`config.mk`:
```
export PLATFORM = sky130hd
export DESIGN_NAME = xpr_puf_ctrl
export DESIGN_NICKNAME = d
export VERILOG_FILES = /design/src/rtl/xpr_puf_ctrl.sv
export SDC_FILE = /design/constraint.sdc
export NUM_CORES = 1
export LEC_CHECK = 0
export ABC_CLOCK_PERIOD_IN_PS = 9950
export BUFFER_PORTS_ARGS = -buffer_cell sky130_fd_sc_hd__buf_2
export CORE_ASPECT_RATIO = 0.5
export CORE_MARGIN = 4
export CORE_UTILIZATION = 54
export DETAILED_ROUTE_END_ITERATION = 12
export PLACE_DENSITY = 0.86
export SYNTH_ARGS = -nofsm -noshare
export SYNTH_HDL_FRONTEND = slang
export SYNTH_SLANG_ARGS = --single-unit
```
`constraint.sdc`:
```
create_clock -name clock -period 9.95 [get_ports clock]
set_clock_uncertainty 0.15 [all_clocks]
set_input_delay 0 -clock clock [delete_from_list [all_inputs] [get_ports clock]]
set_output_delay 0 -clock clock [all_outputs]
set_load 0.02 [all_outputs]
```
`src/rtl/xpr_puf_ctrl.sv`:
```
// ============================================================================
// Module      : xpr_puf_ctrl
// Description : Sequencer for one XPR PUF/entropy slice. It evaluates one
//               response bit per challenge pair (reset, release, settle,
//               sample) and delivers the assembled word over valid/ready.
//               Optional macro XPR_PUF_MAJORITY_EN enables 3-way majority
//               voting per response bit.
// Revision    : 1.0 - initial release
// ============================================================================
`default_nettype none

module xpr_puf_ctrl #(
    parameter int RESP_BITS     = 32,
    parameter int RESET_CYCLES  = 4,
    parameter int SETTLE_CYCLES = 16,
    parameter int CNT_W         = 8
) (
    input  logic                   clock,
    input  logic                   reset,
    input  logic                   start,
    input  logic [2*RESP_BITS-1:0] challenge,
    output logic                   busy,
    output logic [RESP_BITS-1:0]   resp,
    output logic                   resp_valid,
    input  logic                   resp_ready,
    output logic                   slice_iR,
    output logic                   slice_i1,
    output logic                   slice_i2,
    input  logic                   slice_out1,
    input  logic                   slice_out2
);

    localparam int IDX_W = (RESP_BITS > 1) ? $clog2(RESP_BITS) : 1;

    localparam logic [CNT_W-1:0] RST_LAST    = CNT_W'(RESET_CYCLES - 1);
    localparam logic [CNT_W-1:0] SETTLE_LAST = CNT_W'(SETTLE_CYCLES - 1);
    localparam logic [IDX_W-1:0] IDX_LAST    = IDX_W'(RESP_BITS - 1);

    typedef enum logic [2:0] {
        S_IDLE   = 3'd0,
        S_RST    = 3'd1,
        S_EVAL   = 3'd2,
        S_SAMPLE = 3'd3,
        S_DONE   = 3'd4
    } state_t;

    state_t                 r_state;
    logic [CNT_W-1:0]       r_cnt;
    logic [IDX_W-1:0]       r_idx;
    logic [2*RESP_BITS-1:0] r_chal;
    logic [1:0]             r_sync1;
    logic [1:0]             r_sync2;

    logic                   w_sample;
    logic                   w_last;
    logic [IDX_W-1:0]       w_idx_next;
    logic [IDX_W:0]         w_pair_lo;
    logic [IDX_W:0]         w_pair_hi;
    logic                   w_final;
    logic                   w_res;

    assign w_sample   = r_sync1[1] ^ r_sync2[1];
    assign w_last     = (r_idx == IDX_LAST);
    assign w_idx_next = r_idx + 1'b1;
    assign w_pair_lo  = {w_idx_next, 1'b0};
    assign w_pair_hi  = {w_idx_next, 1'b1};

`ifdef XPR_PUF_MAJORITY_EN
    // r_rep counts completed evaluations of the current bit (0..2)
    logic [1:0] r_rep;
    logic [1:0] r_votes;
    logic [1:0] w_votes_sum;

    assign w_votes_sum = r_votes + {1'b0, w_sample};
    assign w_final     = (r_rep == 2'd2);
    assign w_res       = w_votes_sum[1];
`else
    assign w_final     = 1'b1;
    assign w_res       = w_sample;
`endif

    always_ff @(posedge clock or posedge reset) begin
        if (reset) begin
            r_state    <= S_IDLE;
            r_cnt      <= '0;
            r_idx      <= '0;
            r_chal     <= '0;
            r_sync1    <= '0;
            r_sync2    <= '0;
            busy       <= 1'b0;
            resp       <= '0;
            resp_valid <= 1'b0;
            slice_iR   <= 1'b0;
            slice_i1   <= 1'b0;
            slice_i2   <= 1'b0;
`ifdef XPR_PUF_MAJORITY_EN
            r_rep      <= 2'd0;
            r_votes    <= 2'd0;
`endif
        end else begin
            r_sync1 <= {r_sync1[0], slice_out1};
            r_sync2 <= {r_sync2[0], slice_out2};

            case (r_state)
                S_IDLE: begin
                    slice_iR <= 1'b0;
                    if (start) begin
                        r_chal   <= challenge;
                        resp     <= '0;
                        r_idx    <= '0;
                        r_cnt    <= '0;
                        busy     <= 1'b1;
                        slice_i1 <= challenge[0];
                        slice_i2 <= challenge[1];
`ifdef XPR_PUF_MAJORITY_EN
                        r_rep    <= 2'd0;
                        r_votes  <= 2'd0;
`endif
                        r_state  <= S_RST;
                    end
                end

                S_RST: begin
                    if (r_cnt == RST_LAST) begin
                        r_cnt    <= '0;
                        slice_iR <= 1'b1;
                        r_state  <= S_EVAL;
                    end else begin
                        r_cnt <= r_cnt + 1'b1;
                    end
                end

                S_EVAL: begin
                    if (r_cnt == SETTLE_LAST) begin
                        r_cnt   <= '0;
                        r_state <= S_SAMPLE;
                    end else begin
                        r_cnt <= r_cnt + 1'b1;
                    end
                end

                S_SAMPLE: begin
                    // iR drops on exit: both RST and DONE hold the slice in reset
                    r_cnt    <= '0;
                    slice_iR <= 1'b0;
`ifdef XPR_PUF_MAJORITY_EN
                    if (w_final) begin
                        r_rep   <= 2'd0;
                        r_votes <= 2'd0;
                    end else begin
                        r_rep   <= r_rep + 1'b1;
                        r_votes <= w_votes_sum;
                    end
`endif
                    if (!w_final) begin
                        r_state <= S_RST;
                    end else begin
                        resp[r_idx] <= w_res;
                        if (w_last) begin
                            r_state <= S_DONE;
                        end else begin
                            r_idx    <= w_idx_next;
                            slice_i1 <= r_chal[w_pair_lo];
                            slice_i2 <= r_chal[w_pair_hi];
                            r_state  <= S_RST;
                        end
                    end
                end

                S_DONE: begin
                    slice_iR <= 1'b0;
                    if (resp_valid && resp_ready) begin
                        resp_valid <= 1'b0;
                        busy       <= 1'b0;
                        r_state    <= S_IDLE;
                    end else begin
                        resp_valid <= 1'b1;
                    end
                end

                default: begin
                    r_state  <= S_IDLE;
                    slice_iR <= 1'b0;
                end
            endcase
        end
    end

endmodule

`default_nettype wire

```
==> impl_results.html <==
<table>
<tr><th>Metric</th><th>Value</th></tr>
<tr><th colspan="2">Outcome</th></tr>
<tr><td>Status</td><td>complete, no violations</td></tr>
<tr><th colspan="2">Routing</th></tr>
<tr><td>Post-route antenna net violation count</td><td>0</td></tr>
<tr><td>Mean number of vias per cell</td><td>5.90</td></tr>
<tr><td>Total detailed-routing wirelength</td><td>16,700 um</td></tr>
<tr><td>DRC violations left</td><td>0</td></tr>
<tr><td>Drt initial violations</td><td>617</td></tr>
<tr><td>Drt pass-1 iters</td><td>6</td></tr>
<tr><td>Vias after detailed routing</td><td>4,889</td></tr>
<tr><td>Average wire per cell in the routed design</td><td>20.1 um</td></tr>
<tr><th colspan="2">Job</th></tr>
<tr><td>Max Cap Viol</td><td>0</td></tr>
<tr><th colspan="2">GRT</th></tr>
<tr><td>Global route total overflow</td><td>0</td></tr>
<tr><td>Number of global-route vias before repair</td><td>5,014</td></tr>
<tr><td>Overall track demand over capacity in global routing</td><td>28.4%</td></tr>
<tr><td>Global-route wire length before repair</td><td>27,400 um</td></tr>
<tr><td>Largest net degree at the start of global routing</td><td>76</td></tr>
<tr><td>Initial antenna violation count</td><td>0</td></tr>
<tr><th colspan="2">Cells and area</th></tr>
<tr><td>Fraction of layout instances using a drive strength above 1</td><td>31.4%</td></tr>
<tr><td>Synthesis-to-finish area growth</td><td>33.1%</td></tr>
<tr><td>Antenna fix cells</td><td>0</td></tr>
<tr><td>Final Core Density</td><td>74.4%</td></tr>
<tr><td>Count of nets after finishing</td><td>753</td></tr>
<tr><td>Number of inserted filler cells in the final layout</td><td>633</td></tr>
<tr><th colspan="2">Critical path</th></tr>
<tr><td>Register-to-register setup slack</td><td>6.15 ns</td></tr>
<tr><td>Endpoint required time on the critical path</td><td>10.14 ns</td></tr>
<tr><td>Signal arrival time at the worst endpoint</td><td>3.98 ns</td></tr>
<tr><td>CP endpoint kind</td><td>flop</td></tr>
<tr><td>Reg2Reg Depth</td><td>8</td></tr>
<tr><td>Category of the worst setup path launch point</td><td>flop</td></tr>
<tr><td>Kind of critical path</td><td>flop to flop</td></tr>
<tr><td>Critical path fanouts, max</td><td>20</td></tr>
<tr><th colspan="2">Placed design</th></tr>
<tr><td>Global placer's final weighted congestion</td><td>0.889</td></tr>
<tr><td>Hpwl dp</td><td>9270 um</td></tr>
<tr><td>I/O Buffers</td><td>106</td></tr>
<tr><td>Setup Slack @ Placement</td><td>6.51 ns</td></tr>
<tr><th colspan="2">Logic synthesis</th></tr>
<tr><td>Yosys warns</td><td>0</td></tr>
<tr><td>Area fraction of the dominant cell type after synthesis</td><td>52.5%</td></tr>
<tr><td>Commonest register cell after synthesis</td><td>sky130_fd_sc_hd__dfrtp_1</td></tr>
<tr><td>Most numerous cell in the Yosys netlist</td><td>sky130_fd_sc_hd__dfrtp_1</td></tr>
<tr><td>Gate Count Post-Synth</td><td>512</td></tr>
<tr><td>Post-synthesis async set-or-reset flop share</td><td>100%</td></tr>
<tr><td>Synth area leader</td><td>sky130_fd_sc_hd__dfrtp_1</td></tr>
<tr><td>Post-Syn Nets</td><td>589</td></tr>
<tr><td>Synthesized flop and latch total</td><td>121</td></tr>
<tr><td>Post-synth EDFFs</td><td>0</td></tr>
<tr><td>Distinct cell type count after synthesis</td><td>46</td></tr>
<tr><td>Largest cells by area after synthesis</td><td>sky130_fd_sc_hd__dfrtp_1 52%, sky130_fd_sc_hd__mux2_2 13%, sky130_fd_sc_hd__o21ai_0 6.0%</td></tr>
<tr><td>Leading post-synthesis cells by instance count</td><td>121 x sky130_fd_sc_hd__dfrtp_1, 69 x sky130_fd_sc_hd__o21ai_0, 65 x sky130_fd_sc_hd__mux2_2</td></tr>
<tr><td>Cell area after synthesis</td><td>5770 um^2</td></tr>
<tr><td>Sequential share of the synthesized area</td><td>52.5%</td></tr>
<tr><td>Synth Area per Inst</td><td>11.3 um^2</td></tr>
<tr><th colspan="2">Clock network</th></tr>
<tr><td>Clock transition at the register clock pins on the worst setup and hold paths after CTS</td><td>0.05 ns</td></tr>
<tr><td>Total number of clock tree sinks</td><td>121</td></tr>
<tr><td>Clock tree from TritonCTS</td><td>done</td></tr>
<tr><td>Number of buffers on the longest clock path</td><td>2</td></tr>
<tr><td>Clock tree root driver cell</td><td>sky130_fd_sc_hd__clkbuf_16</td></tr>
<tr><td>Clock latency on the worst-skew pair</td><td>0.41 ns</td></tr>
<tr><td>H-tree depth</td><td>4</td></tr>
<tr><td>Number of clock buffers inserted by TritonCTS</td><td>17</td></tr>
<tr><td>Number of buffers inserted by post-CTS setup repair</td><td>0</td></tr>
<tr><th colspan="2">Die</th></tr>
<tr><td>Placeable core region</td><td>10,300 um^2</td></tr>
<tr><td>Effective utilization at floorplan</td><td>55.9%</td></tr>
<tr><td>Overall die height</td><td>81.1 um</td></tr>
<tr><td>Area of the die</td><td>12,500 um^2</td></tr>
<tr><td>Horiz. Die Dim</td><td>154 um</td></tr>
<tr><td>I/O pin cnt</td><td>107</td></tr>
<tr><td>Number of placement rows</td><td>26</td></tr>
<tr><th colspan="2">Timing</th></tr>
<tr><td>Final setup fails</td><td>0</td></tr>
<tr><td>Relative slew slack</td><td>20.3%</td></tr>
<tr><td>Worst path setup slack after routing</td><td>6.15 ns</td></tr>
<tr><td>Transition time at the pin with the least slew margin</td><td>1.19 ns</td></tr>
<tr><td>Fin Setup TNS</td><td>0 ns</td></tr>
<tr><td>Share of the clock period used by the worst path after layout</td><td>38.1%</td></tr>
<tr><td>RSZ-0062 raised after global routing</td><td>false</td></tr>
<tr><td>F_max</td><td>263 MHz</td></tr>
<tr><td>Final Slew Violations</td><td>0</td></tr>
<tr><td>Number of hold-slack violations in the final timing report</td><td>0</td></tr>
<tr><td>Time the worst path needs with I/O delays and setup</td><td>3.80 ns</td></tr>
<tr><th colspan="2">Power</th></tr>
<tr><td>Leakage power of the design</td><td>3.54 nW</td></tr>
<tr><td>Peak ir drop on the vdd network</td><td>0.165 mV</td></tr>
<tr><td>Overall power of the completed layout</td><td>2.19 mW</td></tr>
<tr><td>Pwr/cell area</td><td>285 nW/um^2</td></tr>
<tr><th colspan="2">Hold path</th></tr>
<tr><td>Worst hold-check path type</td><td>input pin to asynchronous set/reset pin</td></tr>
</table>
## layer usage
metal,share of wire [%],vias up,global-route usage [%]
met4,2.9,0,10.3
met1,41,2379,36.4
met2,49,271,47.6
li1,-,2186,-
met5,0,-,0
met3,7.6,53,7.34
## critical path, cell delays in order, from the launching register on
cell and delay, ns:
sky130_fd_sc_hd__dfrtp_1 0.81, sky130_fd_sc_hd__inv_1 0.48, sky130_fd_sc_hd__ha_1 0.87, sky130_fd_sc_hd__buf_4 0.41, sky130_fd_sc_hd__mux2i_1 0.14, sky130_fd_sc_hd__nand3_1 0.13, sky130_fd_sc_hd__nand4_1 0.22, sky130_fd_sc_hd__a221o_1 0.37
sky130_fd_sc_hd__o21ai_1 0.13
## logic make-up (layout without fill, tap and decap cells)
group                    count (synthesis)  count (layout)  synth area share, %
AO/OA/AOI/OAI                          138             138                 13.8
XOR/XNOR                                 5               5                0.759
AND/OR/NAND/NOR                        105             105                 9.59
adder cells (fa/ha/maj)                  7               7                 1.52
multiplexers                            94              94                 18.6
buffers and inverters                   42             218                 3.30
flip-flops                             121             121                 52.5
## registers in the layout (all words and copies together) (netlist names)
register	flops
busy	1
r_chal	64
r_cnt	8
r_idx	5
r_state	3
r_sync1	2
r_sync2	2
resp	32
resp_valid	1
slice_i1	1
slice_i2	1
slice_iR	1
## layout make-up
type / instances / area [um^2] / share of cell area (%)
Clock buffer: 23 / 478 / 6.23
Sequential cell: 121 / 3030 / 39.4
Tap cell: 140 / 175 / 2.28
Timing Repair Buffer: 181 / 1270 / 16.5
Inverter: 6 / 25.0 / 0.326
Clock inverter: 8 / 143 / 1.86
Multi-Input combinational cell: 349 / 2560 / 33.3
## final timing paths
kind / startpoint / endpoint
worst max register to register: r_idx[0]$_DFFE_PP0P_ / slice_i1$_DFFE_PP0P_
max in group asynchronous: reset / r_chal[13]$_DFFE_PP0P_
worst min register to register: r_sync1[0]$_DFF_PP0_ / r_sync1[1]$_DFF_PP0_
worst max-delay path: r_idx[0]$_DFFE_PP0P_ / slice_i1$_DFFE_PP0P_
min in group clock: slice_out1 / r_sync1[0]$_DFF_PP0_
worst min-delay path: reset / resp_valid$_DFFE_PP0N_
## cells in the final DEF, fill, tap and decap left out, types with 17 or more instances in the layout
cell	synthesis	layout
sky130_fd_sc_hd__a21oi_1	35	35
sky130_fd_sc_hd__buf_2	11	106
sky130_fd_sc_hd__clkbuf_16	0	17
sky130_fd_sc_hd__dfrtp_1	121	121
sky130_fd_sc_hd__dlygate4sd3_1	0	70
sky130_fd_sc_hd__mux2_2	65	65
sky130_fd_sc_hd__mux2i_1	25	25
sky130_fd_sc_hd__nand2_1	21	21
sky130_fd_sc_hd__nand3_1	31	31
sky130_fd_sc_hd__o21ai_0	69	69
## stage by stage
step	hold WS [ns]	cells	instance area (um^2)
2_1_floorplan	-0.119	512	5770
3_3_place_gp	-0.0502	727	6360
3_5_place_dp	-0.0404	727	6360
4_1_cts	0.0674	828	7680
5_1_grt	0.112	828	7680
6_report	0.0988	828	7680
## timing repair
action / 4_1_cts / 5_1_grt
hold buffers: 70 / 0
hold endpoints to repair: 117 / 0
resized for setup: 0 / 0
## report_power, final
group	leakage, nW	internal (mW)	switching [mW]
sequential	1.52	0.648	0.135
clock	0.303	0.437	0.224
combinational	1.72	0.367	0.377
(Power assumes the default switching activity.)
